## src/rtl/admm_pkg.sv

```systemverilog
// admm_pkg: shared element width, ADMM stage FSM states and saturating lane arithmetic
package admm_pkg;
  localparam int ELEM_WIDTH = 16;
  localparam logic signed [ELEM_WIDTH-1:0] ELEM_MAX = {1'b0, {(ELEM_WIDTH-1){1'b1}}};
  localparam logic signed [ELEM_WIDTH-1:0] ELEM_MIN = {1'b1, {(ELEM_WIDTH-1){1'b0}}};
  typedef enum logic [2:0] {IDLE, RUN_Y, DRAIN_Y, RUN_G, DRAIN_G, DONE} state_t;
  function automatic logic signed [ELEM_WIDTH-1:0] sat_sum3(
    input logic signed [ELEM_WIDTH-1:0] a,
    input logic signed [ELEM_WIDTH-1:0] b,
    input logic signed [ELEM_WIDTH-1:0] c
  );
    logic signed [ELEM_WIDTH+1:0] s;
    s = (ELEM_WIDTH+2)'(a) + (ELEM_WIDTH+2)'(b) - (ELEM_WIDTH+2)'(c);
    return s > (ELEM_WIDTH+2)'(ELEM_MAX) ? ELEM_MAX :
           s < (ELEM_WIDTH+2)'(ELEM_MIN) ? ELEM_MIN : s[ELEM_WIDTH-1:0];
  endfunction
  function automatic logic [ELEM_WIDTH-1:0] sat_absdiff(
    input logic signed [ELEM_WIDTH-1:0] b,
    input logic signed [ELEM_WIDTH-1:0] c
  );
    logic signed [ELEM_WIDTH:0] d;
    logic [ELEM_WIDTH:0] m;
    d = (ELEM_WIDTH+1)'(b) - (ELEM_WIDTH+1)'(c);
    m = d[ELEM_WIDTH] ? -d : d;
    return m > (ELEM_WIDTH+1)'(ELEM_MAX) ? ELEM_MAX : m[ELEM_WIDTH-1:0];
  endfunction
endpackage

```

## src/rtl/dual_lane_alu.sv

```systemverilog
// dual_lane_alu: one lane of the dual update, saturated a + b - c and |b - c|
module dual_lane_alu
  import admm_pkg::*;
(
  input  logic signed [ELEM_WIDTH-1:0] i_a,
  input  logic signed [ELEM_WIDTH-1:0] i_b,
  input  logic signed [ELEM_WIDTH-1:0] i_c,
  output logic signed [ELEM_WIDTH-1:0] o_sum,
  output logic        [ELEM_WIDTH-1:0] o_absd
);
  assign o_sum  = sat_sum3(i_a, i_b, i_c);
  assign o_absd = sat_absdiff(i_b, i_c);
endmodule

```

## src/rtl/dual_update.sv

```systemverilog
// dual_update: ADMM dual update y += u - z, g += x - v in place, with primal/dual residual tracking
module dual_update
  import admm_pkg::*;
#(
  parameter int STATE_DIM        = 12,
  parameter int INPUT_DIM        = 4,
  parameter int HORIZON          = 30,
  parameter int ADDR_WIDTH       = 9,
  parameter int DATA_WIDTH_INPUT = INPUT_DIM * ELEM_WIDTH,
  parameter int DATA_WIDTH_STATE = STATE_DIM * ELEM_WIDTH
) (
  input  logic                        clk,
  input  logic                        rst,
  input  logic                        start,
  input  logic [31:0]                 active_horizon,
  output logic [ADDR_WIDTH-1:0]       u_rdaddress,
  output logic [ADDR_WIDTH-1:0]       z_rdaddress,
  output logic [ADDR_WIDTH-1:0]       z_prev_rdaddress,
  output logic [ADDR_WIDTH-1:0]       y_rdaddress,
  input  logic [DATA_WIDTH_INPUT-1:0] u_data_out,
  input  logic [DATA_WIDTH_INPUT-1:0] z_data_out,
  input  logic [DATA_WIDTH_INPUT-1:0] z_prev_data_out,
  input  logic [DATA_WIDTH_INPUT-1:0] y_data_out,
  output logic [ADDR_WIDTH-1:0]       y_wraddress,
  output logic [DATA_WIDTH_INPUT-1:0] y_data_in,
  output logic                        y_wren,
  output logic [ADDR_WIDTH-1:0]       x_rdaddress,
  output logic [ADDR_WIDTH-1:0]       v_rdaddress,
  output logic [ADDR_WIDTH-1:0]       g_rdaddress,
  input  logic [DATA_WIDTH_STATE-1:0] x_data_out,
  input  logic [DATA_WIDTH_STATE-1:0] v_data_out,
  input  logic [DATA_WIDTH_STATE-1:0] g_data_out,
  output logic [ADDR_WIDTH-1:0]       g_wraddress,
  output logic [DATA_WIDTH_STATE-1:0] g_data_in,
  output logic                        g_wren,
  output logic [ELEM_WIDTH-1:0]       primal_residual,
  output logic [ELEM_WIDTH-1:0]       dual_residual,
  output logic                        done
);
  localparam int EW = ELEM_WIDTH;
  localparam int P  = 1 << $clog2(STATE_DIM > INPUT_DIM ? STATE_DIM : INPUT_DIM);
  typedef logic [EW-1:0] elem_t;
  function automatic elem_t max_tree(input elem_t leaf [P]);
    elem_t n [2*P];
    n[0] = '0;
    for (int i = 0; i < P; i++) n[P+i] = leaf[i];
    for (int i = P - 1; i > 0; i--) n[i] = n[2*i] > n[2*i+1] ? n[2*i] : n[2*i+1];
    return n[1];
  endfunction
  state_t r_state;
  logic [ADDR_WIDTH-1:0] r_k, r_a1, r_ny, r_ng, w_h, w_ny;
  logic r_dr, r_v1y, r_v1g;
  logic [DATA_WIDTH_INPUT-1:0] w_ynew;
  logic [DATA_WIDTH_STATE-1:0] w_gnew;
  elem_t w_uz [P], w_zz [P], w_xv [P], w_pleaf [P], w_dleaf [P];
  elem_t w_pmax, w_dmax;
  assign w_h  = active_horizon > 32'(HORIZON) ? ADDR_WIDTH'(HORIZON) : active_horizon[ADDR_WIDTH-1:0];
  assign w_ny = w_h > 1 ? w_h - 1'b1 : '0;
  assign {u_rdaddress, z_rdaddress, z_prev_rdaddress, y_rdaddress} = {4{r_k}};
  assign {x_rdaddress, v_rdaddress, g_rdaddress} = {3{r_k}};
  assign done = r_state == DONE;
  // Lanes beyond each phase's width read as zero so one tree serves both phases
  for (genvar j = 0; j < P; j++) begin : g_lane
    if (j < INPUT_DIM) begin : g_y
      dual_lane_alu u_alu (
        .i_a(y_data_out[j*EW +: EW]), .i_b(u_data_out[j*EW +: EW]), .i_c(z_data_out[j*EW +: EW]),
        .o_sum(w_ynew[j*EW +: EW]), .o_absd(w_uz[j])
      );
      assign w_zz[j] = sat_absdiff(z_data_out[j*EW +: EW], z_prev_data_out[j*EW +: EW]);
    end else begin : g_ny
      assign w_uz[j] = '0;
      assign w_zz[j] = '0;
    end
    if (j < STATE_DIM) begin : g_g
      dual_lane_alu u_alu (
        .i_a(g_data_out[j*EW +: EW]), .i_b(x_data_out[j*EW +: EW]), .i_c(v_data_out[j*EW +: EW]),
        .o_sum(w_gnew[j*EW +: EW]), .o_absd(w_xv[j])
      );
    end else begin : g_ng
      assign w_xv[j] = '0;
    end
    assign w_pleaf[j] = r_v1y ? w_uz[j] : r_v1g ? w_xv[j] : '0;
    assign w_dleaf[j] = r_v1y ? w_zz[j] : '0;
  end
  assign w_pmax = max_tree(w_pleaf);
  assign w_dmax = max_tree(w_dleaf);
  always_ff @(posedge clk) begin
    if (!rst) begin
      r_state         <= IDLE;
      r_k             <= '0;
      r_a1            <= '0;
      r_ny            <= '0;
      r_ng            <= '0;
      r_dr            <= 1'b0;
      r_v1y           <= 1'b0;
      r_v1g           <= 1'b0;
      y_wren          <= 1'b0;
      y_wraddress     <= '0;
      y_data_in       <= '0;
      g_wren          <= 1'b0;
      g_wraddress     <= '0;
      g_data_in       <= '0;
      primal_residual <= '0;
      dual_residual   <= '0;
    end else begin
      r_v1y  <= r_state == RUN_Y;
      r_v1g  <= r_state == RUN_G;
      r_a1   <= r_k;
      y_wren <= r_v1y;
      g_wren <= r_v1g;
      if (r_v1y) begin
        y_wraddress   <= r_a1;
        y_data_in     <= w_ynew;
        dual_residual <= w_dmax > dual_residual ? w_dmax : dual_residual;
      end
      if (r_v1g) begin
        g_wraddress <= r_a1;
        g_data_in   <= w_gnew;
      end
      if (r_v1y || r_v1g) primal_residual <= w_pmax > primal_residual ? w_pmax : primal_residual;
      case (r_state)
        IDLE: if (start) begin
          primal_residual <= '0;
          dual_residual   <= '0;
          r_ny            <= w_ny;
          r_ng            <= w_h;
          r_k             <= '0;
          r_state         <= w_ny != 0 ? RUN_Y : w_h != 0 ? RUN_G : DONE;
        end
        RUN_Y: begin
          r_k     <= r_k == r_ny - 1'b1 ? '0 : r_k + 1'b1;
          r_state <= r_k == r_ny - 1'b1 ? DRAIN_Y : RUN_Y;
        end
        DRAIN_Y: begin
          r_dr    <= !r_dr;
          r_state <= r_dr ? RUN_G : DRAIN_Y;
        end
        RUN_G: begin
          r_k     <= r_k == r_ng - 1'b1 ? '0 : r_k + 1'b1;
          r_state <= r_k == r_ng - 1'b1 ? DRAIN_G : RUN_G;
        end
        DRAIN_G: begin
          r_dr    <= !r_dr;
          r_state <= r_dr ? DONE : DRAIN_G;
        end
        DONE:    r_state <= start ? DONE : IDLE;
        default: r_state <= IDLE;
      endcase
    end
  end
endmodule

```

## config.mk

```make
export PLATFORM = sky130hd
export DESIGN_NAME = dual_update
export DESIGN_NICKNAME = d
export VERILOG_FILES = /design/src/rtl/admm_pkg.sv /design/src/rtl/dual_lane_alu.sv /design/src/rtl/dual_update.sv
export SDC_FILE = /design/constraint.sdc
export NUM_CORES = 2
export LEC_CHECK = 0
export ABC_AREA = 1
export BUFFER_PORTS_ARGS = -buffer_cell sky130_fd_sc_hd__buf_4
export CORE_AREA = 2 2 487 489
export CTS_CLUSTER_DIAMETER = 40
export CTS_CLUSTER_SIZE = 28
export DETAILED_ROUTE_END_ITERATION = 8
export DIE_AREA = 0 0 489 491
export GPL_ROUTABILITY_DRIVEN = 1
export SLEW_MARGIN = 20
export SYNTH_ARGS = -nofsm -noshare
export SYNTH_HDL_FRONTEND = slang
export SYNTH_SLANG_ARGS = --single-unit
```

## constraint.sdc

```tcl
create_clock -name clk -period 12.1 [get_ports clk]
set_input_delay 1.21 -clock clk [delete_from_list [all_inputs] [get_ports clk]]
set_output_delay 1.21 -clock clk [all_outputs]
set_load 0.1 [all_outputs]
```

==> impl_metrics.json <==
{
  "yosysSeqAreaShare_pct": 10.85,
  "holdWs_ns": 0.4367,
  "ys_ff_latch": 350,
  "drt-pass1-iter-count": 6,
  "synth_top_family_by_area": "adder cells",
  "finClkSkew_ns": 0.09107,
  "rsz0062_at_grt": "true",
  "p_comb_share_pct": 61.3,
  "antenna_found_initial": 70,
  "cts_sinks": 350,
  "power.net_switching_mw": 4.794,
  "place_hpwl_um": 252800,
  "rows": 178,
  "place_ws_ns": -1.251,
  "start_kind": "primary input",
  "outcome": "completed",
  "hold_class": "reg2reg",
  "grt_overflow": 0,
  "clk_pin_slew_ns": 0.05,
  "syn-instance-count": 10050,
  "cp.arrival_ns": 12.38,
  "die_area_um2": 240100,
  "drt_iter0_drc": 4036,
  "required_ns": 12.78,
  "clkPwrFrac_pct": 27.1,
  "synthMuxAreaShare_pct": 0,
  "port_buffers": 1238,
  "fmax_mhz": 85.46,
  "placed_area_um2": 83750,
  "tightestPinTransition_ns": 1.213,
  "yosysWarnings": 0,
  "grt_pass1_vias": 67780,
  "synthSimpleGateAreaFrac_pct": 22.13,
  "p_leak_nw": 50.08,
  "cts_tree": "yes",
  "drv_slew": 0,
  "synth_xor_area_share_pct": 8.710,
  "post_drt_via_cell_ratio": 4.590,
  "core-area_um2": 234500,
  "synth_area_um2": 64550,
  "cpMaxStageDelayCell": "fa_2",
  "grt_usage_pct": 23.11,
  "gp_congestion": 0.9970,
  "grt_max_degree": 114,
  "wl_um": 288800,
  "avgSynthCellArea_um2": 6.425,
  "clockBufferDepth": 3,
  "ant_nets": 0,
  "route.vias.total": 70600,
  "crit_buf_inv": 23,
  "final-hold-violation-count": 0,
  "power.density_nw_per_um2": 117.4,
  "cts_root_buf": "clkbuf_16",
  "clk_latency_ns": 0.76,
  "post-route-cell-area_um2": 89060,
  "drive_gt1_share_pct": 22.65,
  "nets": 14140,
  "area_growth_pct": 37.96,
  "period_share_pct": 96.70,
  "p_int_mw": 5.660,
  "wire_per_inst_um": 18.78,
  "cts_buffers": 99,
  "swShare_pct": 45.86,
  "die_y_um": 491,
  "max_slew_margin_pct": 19.14,
  "cp_top_family": "compound AO/OA/AOI/OAI gates",
  "yosys.area_share.adder_pct": 25.69,
  "synth_compound_area_share_pct": 17.17,
  "drc": 0,
  "fin_total_pwr_mw": 10.45,
  "tns_ns": 0,
  "async_flop_share_pct": 0,
  "htree_levels": 3,
  "yosys_most_used_dff": "dfxtp_1",
  "grt_pass1_wl_um": 418400,
  "ys_types": 71,
  "fin_crit_ns": 11.70,
  "crit_path_end_kind": "register",
  "io_pins": 1239,
  "die_w_um": 489,
  "ir_drop_mv": 0.1071,
  "pwr-share-seq_pct": 11.6,
  "cpPeakStageDelay_ns": 0.42,
  "crit_type": "in2reg",
  "fin_ws_ns": 0.3991,
  "start_util_pct": 27.53,
  "cp_common_cell": "nand2_1",
  "finalSetupViolCount": 0,
  "maxCapViolCount": 0,
  "cp_max_fo": 8,
  "synth_edf_count": 0
}
==> metrics by stage <==
stage,util [%],instances
floorplan,-,10080
global placement,35.71,15120
detailed placement,35.71,15120
CTS,37.26,15310
global route,37.96,15370
finish,37.97,15380
==> final cells by class <==
type	instances	area [um2]
Antenna cell	36	90.09
Clock buffer	110	2600
Clock inverter	77	998.5
Fill cell	25280	145500
Inverter	2322	8743
Multi-Input combinational cell	7134	48900
Sequential cell	350	7014
Tap cell	3150	3941
Timing Repair Buffer	2201	16760
Timing Repair inverter	1	7.507
==> registers in the layout (all words and copies together) (netlist names), 16 cells and up <==
name	flops
g_data_in	192
y_data_in	64
dual_residual	16
primal_residual	16
==> worst paths after layout <==
kind / from / to / slack [ns] / cells past startpoint
setup / recovery: u_data_out[0] / primal_residual[9] / 0.40 / 78
hold / removal: r_ng[8] / r_ng[8] / 0.44 / 2
hold reg to reg: r_ng[8] / r_ng[8] / 0.44 / 2
setup reg to reg: r_v1g / primal_residual[9] / 1.54 / 63
==> synthesized netlist by cell type (55+ instances only) <==
library cell | count | share of area, %
clkbuf_1 | 190 | 1.1
nor2_1 | 470 | 2.7
fa_1 | 276 | 8.6
o21ai_0 | 635 | 4.9
xnor2_1 | 113 | 1.5
nor3_1 | 119 | 0.92
nand4_1 | 91 | 0.88
dfxtp_1 | 350 | 11
nand3_1 | 619 | 4.8
nand2_1 | 1776 | 10
a21oi_1 | 920 | 7.1
buf_4 | 55 | 0.64
ha_1 | 884 | 17
xor2_1 | 529 | 7.2
inv_1 | 2310 | 13
o21bai_1 | 137 | 1.6
or2_2 | 111 | 1.1
==> timing repair <==
item	in CTS	in global routing
cloned	0	6
buffers inserted	0	35
resized for setup	14	310
hold buffers	0	0
pin swaps	0	125
setup endpoints to repair	16	16
==> routing by layer <==
metal | vias to the layer above | share of wire [%] | track usage, %
met3 | 505 | 6.7 | 4.736
met2 | 1980 | 45 | 38.01
met5 | - | 0.084 | 0
met4 | 38 | 5.7 | 11.89
li1 | 36190 | - | -
met1 | 31890 | 42 | 28.31
==> tightest hold or removal path: cells and delay by family (launching register included) <==
| kind | cells | cell delay (ns) |
|---|---|---|
| simple gates | 1 | 0.04 |
| buf+inv | 1 | 0.05 |
| flops | 1 | 0.31 |
==> logic make-up after synthesis <==
family | Yosys count
other | 2
buffers and inverters | 2591
adder cells (fa/ha/maj) | 1160
XOR/XNOR | 642
flip-flops | 350
AO/OA/AOI/OAI | 1987
AND/OR/NAND/NOR | 3315
==> cell usage in the layout (no fill, tap or decap), types with 103 or more instances in the layout <==
master / synthesis / layout
a21oi_1: 920 / 888
fa_1: 276 / 272
nor3_1: 119 / 112
clkbuf_16: 0 / 103
o21bai_1: 137 / 136
nand2_1: 1776 / 1756
o21ai_0: 635 / 579
nor2_1: 470 / 456
or2_2: 111 / 104
nand3_1: 619 / 603
inv_1: 2310 / 2287
xor2_1: 529 / 525
xnor2_1: 113 / 110
buf_4: 55 / 2171
dfxtp_1: 350 / 348
ha_1: 884 / 862
==> power groups by stage <==
stage | clock (mW) | sequential [mW] | combinational, mW
finish | 2.83 | 1.21 | 6.41
global route | 2.94 | 1.22 | 7.15
detailed placement | 0 | 1.24 | 6.03
CTS | 2.89 | 1.21 | 6.08
floorplan | 0 | 1.42 | 3.58
global placement | 0 | 1.24 | 6.03
(Power assumes the default switching activity.)
